===== src/rtl/axi_wr_arbiter.sv =====
// axi_wr_arbiter
//
// Shares one AXI write address/data path between two burst sources. Each
// channel owns a circular DDR region. Bursts are granted round-robin. For
// each burst the block issues the address handshake and steers write data
// from the granted channel. It then advances that channel's write pointer,
// wrapping it at the end of the region.
//
// Optional feature: define AXI_WR_ARB_WATCHDOG_EN to abort a data phase
// that sees no axi_wlast within WDT_CYCLES cycles. When it is undefined,
// wdt_err is tied low.
//
// Ports
//   clk, rst                 DDR core clock; asynchronous active-low reset
//   chN_rready               channel holds a burst (asynchronous, synchronized here)
//   chN_enable               channel allowed to request
//   chN_addr_clr             one-cycle pulse, rewinds the channel pointer to its base
//   chN_data                 channel write data
//   chN_rd_en                channel data pop (combinational)
//   axi_awaddr/awvalid/awready  AXI write address channel
//   axi_wdata/wready/wlast   AXI write data channel (wlast driven by the controller)
//   grant                    channel owning the current or last burst
//   chN_wrap                 one-cycle pulse when a pointer wraps
//   wdt_err                  one-cycle pulse on a watchdog abort
module axi_wr_arbiter #(
  parameter int unsigned                  CTRL_ADDR_WIDTH = 28,
  parameter int unsigned                  DQ_WIDTH        = 32,
  parameter int unsigned                  BURST_LEN       = 16,
  parameter logic [CTRL_ADDR_WIDTH-1:0]   CH0_BASE        = '0,
  parameter logic [CTRL_ADDR_WIDTH-1:0]   CH1_BASE        = 'h0080_0000,
  parameter int unsigned                  REGION_SIZE     = 'h0080_0000,
  parameter int unsigned                  WDT_CYCLES      = 1024
) (
  input  logic                       clk,
  input  logic                       rst,
  input  logic                       ch0_rready,
  input  logic                       ch1_rready,
  input  logic                       ch0_enable,
  input  logic                       ch1_enable,
  input  logic                       ch0_addr_clr,
  input  logic                       ch1_addr_clr,
  input  logic [DQ_WIDTH*8-1:0]      ch0_data,
  input  logic [DQ_WIDTH*8-1:0]      ch1_data,
  output logic                       ch0_rd_en,
  output logic                       ch1_rd_en,
  output logic [CTRL_ADDR_WIDTH-1:0] axi_awaddr,
  output logic                       axi_awvalid,
  input  logic                       axi_awready,
  output logic [DQ_WIDTH*8-1:0]      axi_wdata,
  input  logic                       axi_wready,
  input  logic                       axi_wlast,
  output logic                       grant,
  output logic                       ch0_wrap,
  output logic                       ch1_wrap,
  output logic                       wdt_err
);

  localparam int unsigned AddrStep = BURST_LEN * 8;
  localparam int unsigned PtrWidth = CTRL_ADDR_WIDTH + 1;

  // Pointer arithmetic uses one extra bit so the end-of-region compare
  // cannot be fooled by overflow at the top of the address space.
  localparam logic [PtrWidth-1:0] StepExt = PtrWidth'(AddrStep);
  localparam logic [PtrWidth-1:0] Ch0End  = {1'b0, CH0_BASE} + PtrWidth'(REGION_SIZE);
  localparam logic [PtrWidth-1:0] Ch1End  = {1'b0, CH1_BASE} + PtrWidth'(REGION_SIZE);

  typedef enum logic [1:0] {StIdle, StAwaddr, StWdata} state_e;

  state_e                     state_q, state_d;
  logic                       ch0_meta_q, ch0_sync_q, ch1_meta_q, ch1_sync_q;
  logic [CTRL_ADDR_WIDTH-1:0] awaddr_q, awaddr_d;
  logic                       awvalid_q, awvalid_d;
  logic                       grant_q, grant_d;
  logic                       last_grant_q, last_grant_d;
  logic [CTRL_ADDR_WIDTH-1:0] ptr0_q, ptr0_d, ptr1_q, ptr1_d;
  logic                       wrap0_q, wrap0_d, wrap1_q, wrap1_d;
  logic [PtrWidth-1:0]        ch0_next, ch1_next;
  logic                       req0, req1;
  logic                       adv0, adv1;

`ifdef AXI_WR_ARB_WATCHDOG_EN
  localparam int unsigned        WdtWidth = $clog2(WDT_CYCLES + 1);
  localparam logic [WdtWidth-1:0] WdtLast = WdtWidth'(WDT_CYCLES - 1);

  logic [WdtWidth-1:0] wdt_cnt_q, wdt_cnt_d;
  logic                wdt_err_q, wdt_err_d;
`endif

  assign req0 = ch0_sync_q & ch0_enable;
  assign req1 = ch1_sync_q & ch1_enable;

  // Arbitration, address handshake and data-phase sequencing.
  always_comb begin
    state_d      = state_q;
    awaddr_d     = awaddr_q;
    awvalid_d    = awvalid_q;
    grant_d      = grant_q;
    last_grant_d = last_grant_q;
    adv0         = 1'b0;
    adv1         = 1'b0;
`ifdef AXI_WR_ARB_WATCHDOG_EN
    wdt_cnt_d    = wdt_cnt_q;
    wdt_err_d    = 1'b0;
`endif
    unique case (state_q)
      StIdle: begin
        if (req0 | req1) begin
          // On a tie the channel that did not win last time goes first.
          grant_d      = (req0 & req1) ? ~last_grant_q : req1;
          last_grant_d = grant_d;
          awaddr_d     = grant_d ? ptr1_q : ptr0_q;
          awvalid_d    = 1'b1;
          state_d      = StAwaddr;
        end
      end
      StAwaddr: begin
        if (axi_awready) begin
          awvalid_d = 1'b0;
          state_d   = StWdata;
          adv0      = ~grant_q;
          adv1      = grant_q;
`ifdef AXI_WR_ARB_WATCHDOG_EN
          wdt_cnt_d = '0;
`endif
        end
      end
      StWdata: begin
        if (axi_wlast) begin
          state_d = StIdle;
        end
`ifdef AXI_WR_ARB_WATCHDOG_EN
        // The pointer was already advanced at the handshake and stays so.
        else if (wdt_cnt_q == WdtLast) begin
          state_d   = StIdle;
          wdt_err_d = 1'b1;
        end else begin
          wdt_cnt_d = wdt_cnt_q + WdtWidth'(1);
        end
`endif
      end
      default: state_d = StIdle;
    endcase
  end

  // Pointer advance/wrap. A clear overrides a coincident advance and
  // suppresses its wrap pulse.
  always_comb begin
    ch0_next = {1'b0, ptr0_q} + StepExt;
    ch1_next = {1'b0, ptr1_q} + StepExt;
    ptr0_d   = ptr0_q;
    ptr1_d   = ptr1_q;
    wrap0_d  = 1'b0;
    wrap1_d  = 1'b0;
    if (adv0) begin
      if (ch0_next >= Ch0End) begin
        ptr0_d  = CH0_BASE;
        wrap0_d = 1'b1;
      end else begin
        ptr0_d = ch0_next[CTRL_ADDR_WIDTH-1:0];
      end
    end
    if (adv1) begin
      if (ch1_next >= Ch1End) begin
        ptr1_d  = CH1_BASE;
        wrap1_d = 1'b1;
      end else begin
        ptr1_d = ch1_next[CTRL_ADDR_WIDTH-1:0];
      end
    end
    if (ch0_addr_clr) begin
      ptr0_d  = CH0_BASE;
      wrap0_d = 1'b0;
    end
    if (ch1_addr_clr) begin
      ptr1_d  = CH1_BASE;
      wrap1_d = 1'b0;
    end
  end

  always_ff @(posedge clk or negedge rst) begin
    if (!rst) begin
      state_q      <= StIdle;
      ch0_meta_q   <= 1'b0;
      ch0_sync_q   <= 1'b0;
      ch1_meta_q   <= 1'b0;
      ch1_sync_q   <= 1'b0;
      awaddr_q     <= '0;
      awvalid_q    <= 1'b0;
      grant_q      <= 1'b0;
      last_grant_q <= 1'b1;
      ptr0_q       <= CH0_BASE;
      ptr1_q       <= CH1_BASE;
      wrap0_q      <= 1'b0;
      wrap1_q      <= 1'b0;
`ifdef AXI_WR_ARB_WATCHDOG_EN
      wdt_cnt_q    <= '0;
      wdt_err_q    <= 1'b0;
`endif
    end else begin
      state_q      <= state_d;
      ch0_meta_q   <= ch0_rready;
      ch0_sync_q   <= ch0_meta_q;
      ch1_meta_q   <= ch1_rready;
      ch1_sync_q   <= ch1_meta_q;
      awaddr_q     <= awaddr_d;
      awvalid_q    <= awvalid_d;
      grant_q      <= grant_d;
      last_grant_q <= last_grant_d;
      ptr0_q       <= ptr0_d;
      ptr1_q       <= ptr1_d;
      wrap0_q      <= wrap0_d;
      wrap1_q      <= wrap1_d;
`ifdef AXI_WR_ARB_WATCHDOG_EN
      wdt_cnt_q    <= wdt_cnt_d;
      wdt_err_q    <= wdt_err_d;
`endif
    end
  end

  assign axi_awaddr  = awaddr_q;
  assign axi_awvalid = awvalid_q;
  assign grant       = grant_q;
  assign ch0_wrap    = wrap0_q;
  assign ch1_wrap    = wrap1_q;
  assign axi_wdata   = grant_q ? ch1_data : ch0_data;
  assign ch0_rd_en   = axi_wready & (state_q == StWdata) & ~grant_q;
  assign ch1_rd_en   = axi_wready & (state_q == StWdata) & grant_q;

`ifdef AXI_WR_ARB_WATCHDOG_EN
  assign wdt_err = wdt_err_q;
`else
  assign wdt_err = 1'b0;
`endif

endmodule

===== config.mk =====
export PLATFORM = sky130hd
export DESIGN_NAME = axi_wr_arbiter
export DESIGN_NICKNAME = d
export VERILOG_FILES = /design/src/rtl/axi_wr_arbiter.sv
export SDC_FILE = /design/constraint.sdc
export NUM_CORES = 1
export LEC_CHECK = 0
export BUFFER_PORTS_ARGS = -buffer_cell sky130_fd_sc_hd__buf_2
export CAP_MARGIN = 40
export CORE_AREA = 3 3 316 318
export DETAILED_ROUTE_END_ITERATION = 6
export DIE_AREA = 0 0 319 321
export MAX_ROUTING_LAYER = met4
export PLACE_DENSITY_LB_ADDON = 0.25
export SETUP_SLACK_MARGIN = 0.3
export SLEW_MARGIN = 20
export SYNTH_ARGS = -nofsm -noshare
export SYNTH_HDL_FRONTEND = slang
export SYNTH_SLANG_ARGS = --single-unit

===== constraint.sdc =====
create_clock -name clk -period 2.7 [get_ports clk]
set_input_delay 0.135 -clock clk [delete_from_list [all_inputs] [get_ports clk]]
set_output_delay 0.135 -clock clk [all_outputs]
set_load 0.03 [all_outputs]

Word-level counts from Yosys, hierarchy flattened
Cells that the tools add are included.

Bits in registers: 95. Bits in latches: 0. RAM bits: 0. Memory bits (read-only): 0. Input bits: 523. Output and inout bits: 291. Word-level logic and storage cells: 64. Memories kept: 0.

Add/sub/neg operators: 2. Multiply operators: 0. Divide/modulo/power cells: 0. Magnitude comparators: 2. Equality and inequality tests: 5. Shifts and indexed selects: 0. Mux-type cells: 26. Bitwise logic cells: 9. Reductions and logical operators: 7.

Operator list (number): $mux W256 (1); $mux W28 (7); $add A28 B8 Y29 const B (2); $ge A29 B24 Y1 const B (1); $ge A29 B25 Y1 const B (1); $mux W1 (13); $and A1 B1 Y1 (6); $mux W2 (3); $ne A2 B2 Y1 const B (3); $pmux W2 S3 (1); $reduce_and A3 Y1 (2); $reduce_bool A2 Y1 (3); $eq A2 B1 Y1 const B (1); $eq A2 B2 Y1 const B (1); $logic_not A2 Y1 (1); $not A1 Y1 (2); $pmux W1 S2 (1); $reduce_and A2 Y1 (1); $or A1 B1 Y1 (1).

Logic depth before layout (Yosys ltp)
Gate-level depths: netlist of the first run.

Depth after elaboration: 5. Mapped depth: 9. Gate-level depth less buffers: 7.

Worst setup path after synthesis of the first run
No wires, ideal clock.

Path type: register to output. From: register grant_q (netlist: grant). To: output ch1_rd_en. Arrival time: 2285 ps. Data required time: 2565 ps. Slack: 280 ps. Stages on the path, launching flop included: 5. Buffers on the path: 3. Path through: dfrtp_1 -> clkbuf_1 -> clkbuf_1 -> buf_1 -> nor3b_1.

Longest elaborated chain between the ends: 1.

Ends and longest elaborated chain: from (decl) (line 73) `logic grant_q, grant_d;`; from (signal assigned) (line 207) `grant_q <= grant_d;`; $and A1 B1 Y1 (line 227) `assign ch1_rd_en = axi_wready & (state_q == StWdata) & grant_q;`; to (decl) (line 45) `output logic ch1_rd_en,`.

No other way between the ends.

Worst setup path after layout of the first run
From: register ptr1_q[7]. To: register ptr1_q[13].

Longest elaborated chain between the ends: 5.

Ends and longest elaborated chain: from (decl) (line 75) `logic [CTRL_ADDR_WIDTH-1:0] ptr0_q, ptr0_d, ptr1_q, ptr1_d;`; from (signal assigned) (line 210) `ptr1_q <= ptr1_d;`; $add A28 B8 Y29 * (line 149) `ch1_next = {1'b0, ptr1_q} + StepExt;`; $ge A29 B25 Y1 (line 163) `if (ch1_next >= Ch1End) begin`; $mux W28 * (line 163); $mux W28 * (line 162) `if (adv1) begin`; $mux W28 * (line 174) `if (ch1_addr_clr) begin`.

Mark *: on every way between the ends. The rest lies on a longest branch, timed or not. The select of a mux whose other input is x is not followed. A chain may end at the register's enable or synchronous reset.

==> results.txt, run 1 <==
- The run finished with clean final reports.
- TritonCTS built the clock tree.
- For this run, the post-layout net count is 2003.
- STA classifies the critical path endpoint as a flip-flop.
- For this block, the routed nets add up to 91800 um of wire.
* Part of the cycle the worst path needs: 0.867
- STA puts the critical path data arrival time at 2610 ps.
- Detail-routed net length per standard cell: 32.6 um
* Synthesized area: 0.00668 sq mm
- Of the synthesized area, sequential elements account for 0.278.
- In this run, the number of DRC markers left after iteration 0 of detailed routing was 770.
* Clock buffers created by TritonCTS: 9
- Dividing the synthesized area by the synthesized cell count gives 9.96 sq um.
* Kind of launch point of the worst setup path: flip-flop
- Slew of the pin with the lowest slew margin: 880 ps
- Setup repair after global routing missed its margin: true
* Slew Limit Fails: 0
* Pleak: 6.02 nW
- Initial cell density of the core: 0.0690
* Finished layout cell area: 0.0130 sq mm
- Clk Latency, worst-skew pair: 350 ps
- Along the worst path, the maximum fanout reaches 21.
- Placement Cell Area: 0.0123 sq mm
- Across the VDD grid, the largest voltage drop is 0.597 mV.
* # IOs: 814
- In the global route stage, overall resource usage came out at 0.174.
- Initial antenna violation count: 138
- Type of the most critical hold path: in -> reg
- Global-route wire length before repair: 109000 um
* Commonest non-fill, non-tap cell in the layout: buf_2
- Setup violations remaining at the end of the flow were counted as 0.
* Syn Inst Count: 671
* Via density: 3.40
* Global-route congestion overflow total: 0
* Number of global-route vias before repair: 8819
- Worst Setup Path Type: reg -> reg
* Final core occ: 0.134
- Counting I/O delays and the setup requirement, the final critical path takes 2340 ps.
- Library cell used as clock root buffer: clkbuf_16
- Final Wtd Congestion: 0.972
- The die covers 0.102 sq mm.
* Deepest level of the CTS H-tree: 3
- Max Buffers Root-to-Sink: 2
- In the routed design, unresolved DRC markers number 0.
- In this run the tightest slew margin relative to its limit is 0.413.
- From bottom edge to top edge, the die measures 321 um.
* Number of storage elements in the synthesis netlist: 74
- Detailed Place HPWL: 84600 um
- In the post-synthesis netlist, the biggest area contributors are mux2_2 (44%), dfrtp_1 (27%), mux2i_1 (3.7%).
- Max-cap violations in this run came to 0.
- Final hold viol count: 0
- After synthesis, the share of flip-flops with an asynchronous set or reset is 1.00.
* Main synth FF type: dfrtp_1
- Post-synthesis to final-layout area growth: 94.5%
* Area fraction of the dominant cell type after synthesis: 0.438
* Setup Skew: 6.71 ps
- Clock-pin slew on the worst setup and hold paths: 60 ps
- For this design, the sink count on the clock tree is 74.
- ANT nets after route: 0
- Of the cells placed in the final design, the portion with a size suffix greater than 1 is 0.769.
- Leaving out fill and tap cells, the most frequent cells in the layout are buf_2 (805), mux2_2 (260), dfrtp_1 (65).
* Die outline width: 319 um
- Of all cell types, the one taking the most synthesized area is mux2_2.
- Entering global routing, the biggest net connects 114 pins.
- Number of rows created at floorplan: 114
* Count of distinct cell types in the synthesized netlist: 46
* PortBufs: 805
* Number of flops mapped to enable cells by yosys: 0
- Adding up every negative setup slack in the final design gives 0 ps.
* Total number of vias: 9561
* Number of search-and-repair iterations in the first detailed-routing pass: 6
- Achievable Freq: 427 MHz
* Sum of internal, switching and leakage power: 0.0112 W
- CP Data Required Time: 2970 ps
- Power per cell area: 861 mW/mm^2
- Warnings from Yosys: 0
- Core region area: 0.0969 sq mm
==> logic make-up (layout without fill, tap and decap cells) <==
kind of cell | Yosys count | after routing | synth area share
muxes | 285 | 285 | 0.476
buffers and inverters | 68 | 873 | 0.0474
AOI/OAI and AO/OA | 89 | 89 | 0.0805
other | 1 | 63 | 0.000561
adders and majority gates | 2 | 2 | 0.00375
and+or+nand+nor | 152 | 152 | 0.114
DFF | 74 | 74 | 0.278
==> Yosys cell counts (all sizes together) (10+ instances only) <==
cell type	instances
mux2i	25
clkbuf	41
nand2	27
nor2	38
o21ai	12
inv	12
a21oi	46
nand3	33
dfrtp	72
buf	15
mux2	260
a31oi	10
==> stage by stage <==
stage                     cells  setup WS, ps  hold slack (ps)
final                      2814           360             32.6
after global routing       2793           270             33.4
after CTS                  2749           291             12.9
after detailed placement   2727           239              117
after global placement     2727           286              114
after floorplan             678           485             -161
==> registers in the layout, summed over array words and instances (netlist names), 2 cells and up <==
| register | flops |
|---|---|
| ptr1_q | 21 |
| ptr0_q | 21 |
| state_q | 2 |
| axi_awaddr | 21 |
==> timing repair <==
item / 4_1_cts / 5_1_grt
buffers inserted: 1 / 9
endpoints found under the setup margin: 15 / 20
pin swaps: 0 / 5
cloned: 1 / 1
endpoints found under the hold margin: 16 / 0
hold buffers: 4 / 0
gates resized for setup: 8 / 15
==> power by group <==
| part | leakage [nW] | internal, W | switching [W] |
|---|---|---|---|
| sequential | 0.957 | 0.00133 | 0.000167 |
| combinational | 4.93 | 0.00284 | 0.00562 |
| clock | 0.134 | 0.000712 | 0.000521 |
| total | 6.02 | 0.00488 | 0.00631 |
==> critical path, cell delays in order (launching register included) <==
cell     delay, ps
dfrtp_1        410
nand3_2        100
or3_4          400
or4_4          580
a21oi_4        190
buf_12         180
or2b_1         230
a31oi_1        160
==> cell type report <==
class,instances,area [sq um]
fillers,11226,83900
multi-input cells,536,4620
repair buffers,845,4430
flip-flops and latches,74,1870
well taps,1276,1600
clock buffers,9,225
diodes,55,138
clock inverters,7,70.1
inverters,12,45.0
==> metal layers <==
metal	vias to the layer above	track usage	share of wire
met4	0	0.0311	0.019
li1	4158	-	-
met1	4590	0.251	0.49
met5	-	-	0
met2	709	0.232	0.40
met3	104	0.0622	0.096
==> worst paths after layout <==
| kind | startpoint | endpoint | depth (start not counted) | slack [ps] |
|---|---|---|---|---|
| min in group asynchronous | rst | ptr1_q[21] | 2 | 290 |
| min | ch0_addr_clr | ptr0_q[23] | 2 | 30 |
| max in group asynchronous | rst | ptr0_q[17] | 3 | 1760 |
| max | ptr1_q[7] | ptr1_q[13] | 7 | 360 |
| min reg2reg | ch1_meta_q | ch1_sync_q | 0 | 350 |
| max reg2reg | ptr1_q[7] | ptr1_q[13] | 7 | 360 |
Note: power is estimated with default switching activity, not from simulation.
==> inputs of run 2 (changes only) <==
PLACE_DENSITY = 0.3   (was default)
PLACE_DENSITY_LB_ADDON = default   (was 0.25)
==> results.txt, run 2 (synthesized netlist as in run 1, its figures left out) <==
* Deepest level of the CTS H-tree: 3 (unchanged)
* Initial cell density of the core: 0.0690 (unchanged)
- The timing-limited maximum frequency came to 416 MHz (was 427 MHz).
* Type of the most critical hold path: in -> reg (unchanged)
- Status: finished clean (unchanged).
- Core region area: 0.0969 sq mm (unchanged)
* Headroom to the max-slew limit: 0.468 (was 0.413)
- ANT nets after route: 0 (unchanged)
- Power per cell area: 871 mW/mm^2 (was 861 mW/mm^2)
* Total of max-cap violations: 0 (unchanged)
- The root cell of the clock tree is clkbuf_16 (unchanged).
* Via density: 3.45 (was 3.40)
- The largest buffer count on any clock path came to 2 (unchanged).
- The setup slack on the worst flop-to-flop path came to 350 ps (was 360 ps).
- The number of sinks handled by clock tree synthesis came to 74 (unchanged).
* Reg-to-reg critical path startpoint: ptr1_q[7] (unchanged)
- The overall die area was 0.102 sq mm (unchanged).
- The transition time at the pin with the least slew margin came to 791 ps (was 880 ps).
* Commonest non-fill, non-tap cell in the layout: buf_2 (unchanged)
- The critical path start-end classification is reg -> out (was reg -> reg).
* CP Data Required Time: 2570 ps (was 2970 ps)
* Biggest fanout along the worst timing path: 77 (was 21)
- The end point of the critical path is ch0_rd_en (was ptr1_q[13]).
* Global-route congestion overflow total: 0 (unchanged)
- Setup repair after global routing missed its margin: true (unchanged)
* Pleak: 6.03 nW (was 6.02 nW)
- The final cycle utilization of the critical path was 0.891 (was 0.867).
- Total Neg Setup Slack: 0 ps (unchanged)
- Final Wtd Congestion: 0.999 (was 0.972)
- The maximum single-stage delay on the critical path was 700 ps (was 580 ps).
* Clock buffers created by TritonCTS: 9 (unchanged)
- The total of buffers placed on input and output ports is 805 (unchanged).
* Critical Path Start: grant (was ptr1_q[7])
- The combined flip-flop and latch cell area came to 0.00186 sq mm (was 0.00187 sq mm).
- The CTS tree was built (unchanged).
- Number of search-and-repair iterations in the first detailed-routing pass: 5 (was 6)
- The logic depth of the worst register-to-register path came to 7 (unchanged).
- Number of global-route vias before repair: 9517 (was 8819)
- The post-layout minimum cycle time came to 2410 ps (was 2340 ps).
- The area of combinational cells with multiple inputs was 0.00463 sq mm (was 0.00462 sq mm).
* Slowest cell on crit path: nor3_1 (was or4_4)
* Type of element capturing the critical path: output pin (was flip-flop)
- The logic depth of the worst setup path including buffers is 3 (was 7).
* CP Data Arrival Time: 2270 ps (was 2610 ps)
- Reg-to-reg critical path endpoint: ptr1_q[13] (unchanged)
- The count of filler cells inserted in the layout was 11.2k (about the same).
- The final core area utilization came to 0.134 (about the same).
- The area growth from synthesis to layout is 94.4% (was 94.5%).
- The final standard cell area without fillers is 0.0130 sq mm (about the same).
* Overall track demand over capacity in global routing: 0.194 (was 0.174)
- The final routed wirelength across all metal layers is 101000 um (was 91800 um).
- Most frequent cells in the layout: buf_2 (806), mux2_2 (260), dfrtp_1 (67) (was buf_2 (805), mux2_2 (260), dfrtp_1 (65)).
- The die height was 321 um (unchanged).
- Clk Latency, worst-skew pair: 350 ps (about the same)
- The I/O pin count was 814 (unchanged).
* Die outline width: 319 um (unchanged)
- Final setup violation count: 0 (unchanged)
* Slew Limit Fails: 0 (unchanged)
- Number of rows created at floorplan: 114 (unchanged)
* Maximum number of pins on one net before global-route repair: 117 (was 114)
- The number of nets in the layout is 2003 (unchanged).
* Remaining routing DRC violations: 0 (unchanged)
- Kind of launch point of the worst setup path: flip-flop (unchanged)
- Initial antenna violation count: 192 (was 138)
- Series of cell instances along the critical path: buf_12, nor3_1, buf_2 (was nand3_2, or3_4, or4_4, a21oi_4, buf_12, or2b_1, a31oi_1).
- Setup Skew: 12.3 ps (was 6.71 ps)
- The total placed instance area came to 0.0123 sq mm (about the same).
* Total number of vias: 9723 (was 9561)
- The number of buffer and inverter instances along the worst setup path came to 2 (was 1).
* Final hold viol count: 0 (unchanged)
* Drt first-iter violations: 697 (was 770)
- Clock-pin slew on the worst setup and hold paths: 70 ps (was 60 ps)
- Detailed Place HPWL: 93600 um (was 84600 um)
- The dominant delay contributor by cell family on the critical path is simple AND/OR/NAND/NOR gates (unchanged).
* Share of layout cells above drive strength 1: 0.768 (was 0.769)
* Global-route wire length before repair: 120000 um (was 109000 um)
- The maximum vdd ir drop came to 0.389 mV (was 0.597 mV).
* Detail-routed net length per standard cell: 35.8 um (was 32.6 um)
-- run 2: what timing repair did --
action / in CTS / in global routing
cloned: 2 / 0
gates resized for setup: 9 / 15
setup endpoints to repair: 23 / 33
hold endpoints to repair: 20 / 0
hold buffers: 4 / 0
setup buffers: 0 / 11
pin swaps: 2 / 5
-- run 2: worst min path at each step --
stage	from	to	slack, ps	depth (start not counted)
floorplan	rst	axi_awaddr[10]	-160	0
global placement	rst	axi_awaddr[17]	120	1
detailed placement	rst	axi_awaddr[17]	130	1
CTS	axi_wlast	state_q[1]	50	2
global route	axi_wlast	state_q[1]	70	2
finish	axi_wlast	state_q[1]	60	2
-- run 2: layer usage --
| metal | track usage | up-vias | routed length, um |
|---|---|---|---|
| met4 | 0.0404 | 0 | 2850 |
| met3 | 0.0635 | 226 | 9680 |
| li1 | - | 4148 | - |
| met5 | - | - | 0 |
| met2 | 0.277 | 842 | 41700 |
| met1 | 0.264 | 4507 | 46800 |
-- run 2: cell type report --
class | count | area share
antenna | 59 | 0.0114
clock buffer | 13 | 0.0193
clock inverter | 3 | 0.00308
inverter | 12 | 0.00347
multi-input combinational | 536 | 0.357
sequential | 74 | 0.143
tap | 1276 | 0.123
timing repair buffer | 845 | 0.340
-- run 2: worst register-to-register path, cell delays in order, from the launching register on --
cell and delay, ps:
dfrtp_1 410, nand3_2 110, or3_4 420, or4_4 520
a21oi_4 300, buf_6 140, or2b_1 210, a31oi_1 150
-- run 2: stage by stage --
stage	total power (W)	std cells	hold WS (ps)	setup WS, ps
finish	0.0113	2818	57.8	294
global route	0.0118	2788	74.5	284
CTS	0.0114	2748	53.6	295
detailed placement	0.0101	2726	129	213
global placement	0.0102	2726	121	246
floorplan	0.00684	678	-161	485
-- run 2: where the power goes --
group	internal (W)	switching (W)
clock network	0.000740	0.000498
logic	0.00280	0.00575
registers	0.00133	0.000189
==> inputs of run 3 (changes only) <==
clock period = 2.3 ns   (was 2.7 ns; I/O delays follow)
==> results.txt, run 3 (synthesized netlist as in run 1, its figures left out) <==
- Clock buffers created by TritonCTS: 9 (unchanged)
- The number of endpoints with negative hold slack in the final report came to 0 (unchanged).
- The final routed wirelength across all metal layers was 93900 um (was 101000 um).
* Status: finished clean (unchanged)
* Fin crit period: 2240 ps
- Biggest fanout along the worst timing path: 7 (was 77)
- The number of sinks handled by clock tree synthesis was 74 (unchanged).
- PortBufs: 805 (unchanged)
- Final setup violation count: 0 (unchanged)
* Via density: 3.37 (was 3.45)
* Total of max-cap violations: 0 (unchanged)
- The overall die area came to 0.102 sq mm (unchanged).
- The logic depth of the worst register-to-register path came to 9 (was 7).
- The row count came to 114 (unchanged).
* Worst Hold Endpoint: state_q[0] (was state_q[1])
* Remaining routing DRC violations: 0 (unchanged)
- Clock tree from TritonCTS: built (unchanged)
- Clk Latency, worst-skew pair: 340 ps (was 350 ps)
- Core region area: 0.0969 sq mm (unchanged)
* Count of buffering cells on the critical path with inverters included: 3 (was 2)
- The wire length per cell after detailed routing is 32.3 um (was 35.8 um).
- Slowest cell on crit path: or4_4 (was nor3_1)
* CP Data Arrival Time: 2500 ps (was 2270 ps)
- # IOs: 814 (unchanged)
* Clock network fraction of design power: 0.075 (was 0.109)
- The endpoint of the worst-slack reg-to-reg timing path was ptr1_q[11] (was ptr1_q[13]).
* Number of placed cells counting well taps: 2762 (was 2726)
- The total placed instance area is 0.0127 sq mm (was 0.0123 sq mm).
- The net switching power figure is 0.00855 W (was 0.00644 W).
- The final weighted congestion of routability-driven global placement was 1.04 (was 0.999).
* Slew of the pin with the lowest slew margin: 517 ps (was 791 ps)
- Delay contributed by the slowest stage of the critical path: 520 ps (was 700 ps)
- The total power draw is 0.0174 W (was 0.0113 W).
* Kind of cell adding the most delay to the critical path: simple AND/OR/NAND/NOR gates (unchanged)
* Share of total power consumed by net switching: 0.492 (was 0.569)
* Drt first-iter violations: 538 (was 697)
- The total power divided by cell area is 1070 mW/mm^2 (was 871 mW/mm^2).
- The worst clock skew came to 8.89 ps (was 12.3 ps).
- The post-layout worst setup margin was 56.8 ps (was 294 ps).
* Part of the cycle the worst path needs: 0.975
- The number of pins exceeding their max-slew limit in the final report was 0 (unchanged).
- Share of layout cells above drive strength 1: 0.802 (was 0.768)
- The endpoint class of the critical path was a flip-flop (was output pin).
* Internal: 0.00882 W (was 0.00488 W)
- The clock slew at the register clock pins of the worst setup and hold paths was 60 ps (was 70 ps).
- Global-route wire length before repair: 110000 um (was 120000 um)
- Register-to-register setup slack: 60 ps (was 350 ps)
* Worst Setup Path Type: reg -> reg (was reg -> out)
- The area growth from synthesis to layout came to 142% (was 94.4%).
* Worst-case vdd ir drop: 0.449 mV (was 0.389 mV)
- The root cell of the clock tree was clkbuf_16 (unchanged).
- Die outline width: 319 um (unchanged)
* Finished layout cell area: 0.0162 sq mm (was 0.0130 sq mm)
- Pleak: 7.56 nW (was 6.03 nW)
- Commonest non-fill, non-tap cell in the layout: buf_2 (unchanged)
* CP Data Required Time: 2560 ps (was 2570 ps)
- Reg-to-reg critical path startpoint: ptr1_q[8] (was ptr1_q[7])
* Initial antenna violation count: 103 (was 192)
* Number of stages on the worst hold path: 4 (was 2)
- The type of the worst min-delay path was in -> reg (unchanged).
- Setup repair after global routing missed its margin: true (unchanged)
* Hold_sp: axi_awready (was axi_wlast)
- The launching element of the worst setup path was ptr1_q[8] (was grant).
- The minimum hold slack came to 115 ps (was 57.8 ps).
- The relative max-transition margin came to 0.655 (was 0.468).
* Floorplan die height: 321 um (unchanged)
- Detailed Place HPWL: 80900 um (was 93600 um)
- Gate power share: 0.827 (was 0.756)
* Deepest level of the CTS H-tree: 3 (unchanged)
- Initial cell density of the core: 0.0690 (unchanged)
* Global-route congestion overflow total: 0 (unchanged)
- Achievable Freq: 446 MHz
- Overall track demand over capacity in global routing: 0.171 (was 0.194)
* ANT nets after route: 0 (unchanged)
* Max Buffers Root-to-Sink: 2 (unchanged)
- Series of cell instances along the critical path: nand3_2, or3_4, or4_4, a21oi_4, buf_4, clkbuf_16, buf_6, a21oi_1, a31oi_1 (was buf_12, nor3_1, buf_2).
- The number of cells in the finished layout apart from fillers is 2904 (was 2818).
- Net total in the final layout: 2096 (was 2003)
- Kind of launch point of the worst setup path: flip-flop (unchanged)
* Number of search-and-repair iterations in the first detailed-routing pass: 4 (was 5)
- DP Worst Slack: 15.5 ps (was 213 ps)
- The share of total power in sequential cells is 0.099 (was 0.134).
- Most frequent cells in the layout: buf_2 (608), buf_6 (197), mux2_2 (161) (was buf_2 (806), mux2_2 (260), dfrtp_1 (67)).
* Maximum number of pins on one net before global-route repair: 77 (was 117)
- Number of global-route vias before repair: 9864 (was 9517)
* Total number of vias: 9796 (was 9723)
-- run 3: worst max path at each step --
stage	slack, ps	to	depth (start not counted)
5_1_grt	-30	ptr1_q[13]	7
3_3_place_gp	70	ptr1_q[21]	10
2_1_floorplan	170	ptr1_q[16]	8
3_5_place_dp	20	ptr1_q[9]	7
4_1_cts	80	ptr1_q[9]	7
6_report	60	ptr1_q[11]	9
-- run 3: metrics by stage --
| step | setup TNS (ps) | util |
|---|---|---|
| after floorplan | 0 | - |
| after global placement | 0 | 0.131 |
| after detailed placement | 0 | 0.131 |
| after CTS | 0 | 0.146 |
| after global routing | -109 | 0.167 |
| final | 0 | 0.167 |
-- run 3: repair_timing --
item,CTS,global route
endpoints found under the hold margin,19,0
endpoints found under the setup margin,266,234
gates cloned,11,20
hold buffers,5,0
buffers inserted,32,6
resized for setup,172,580
pin swaps,19,9
-- run 3: area by class of cell --
class / count / area, sq um
Antenna cell: 55 / 138
Clock buffer: 12 / 246
Clock inverter: 1 / 5.00
Fill cell: 11001 / 80700
Inverter: 12 / 45.0
Multi-Input combinational cell: 536 / 5170
Sequential cell: 74 / 1860
Tap cell: 1276 / 1600
Timing Repair Buffer: 938 / 7130
-- run 3: power groups by stage --
stage / sequential, W / clock [W] / combinational (W)
global route: 0.00175 / 0.00138 / 0.0149
detailed placement: 0.00180 / 0 / 0.00996
finish: 0.00172 / 0.00130 / 0.0144
CTS: 0.00172 / 0.00134 / 0.0117
floorplan: 0.00212 / 0 / 0.00597
global placement: 0.00179 / 0 / 0.0100
-- run 3: metal layers --
metal	share of wire	global-route usage	routed length (um)	vias up
met4	0.022	0.0332	2110	0
met1	0.45	0.223	42000	4770
met3	0.086	0.0502	8090	99
met5	0	-	0	-
met2	0.44	0.264	41700	587
li1	-	-	-	4340
-- run 3: tightest hold or removal path: cells and delay by family --
family	cells	cell delay, ps
AO/OA/AOI/OAI	1	40
AND/OR/NAND/NOR	2	140
buffers and inverters	1	120
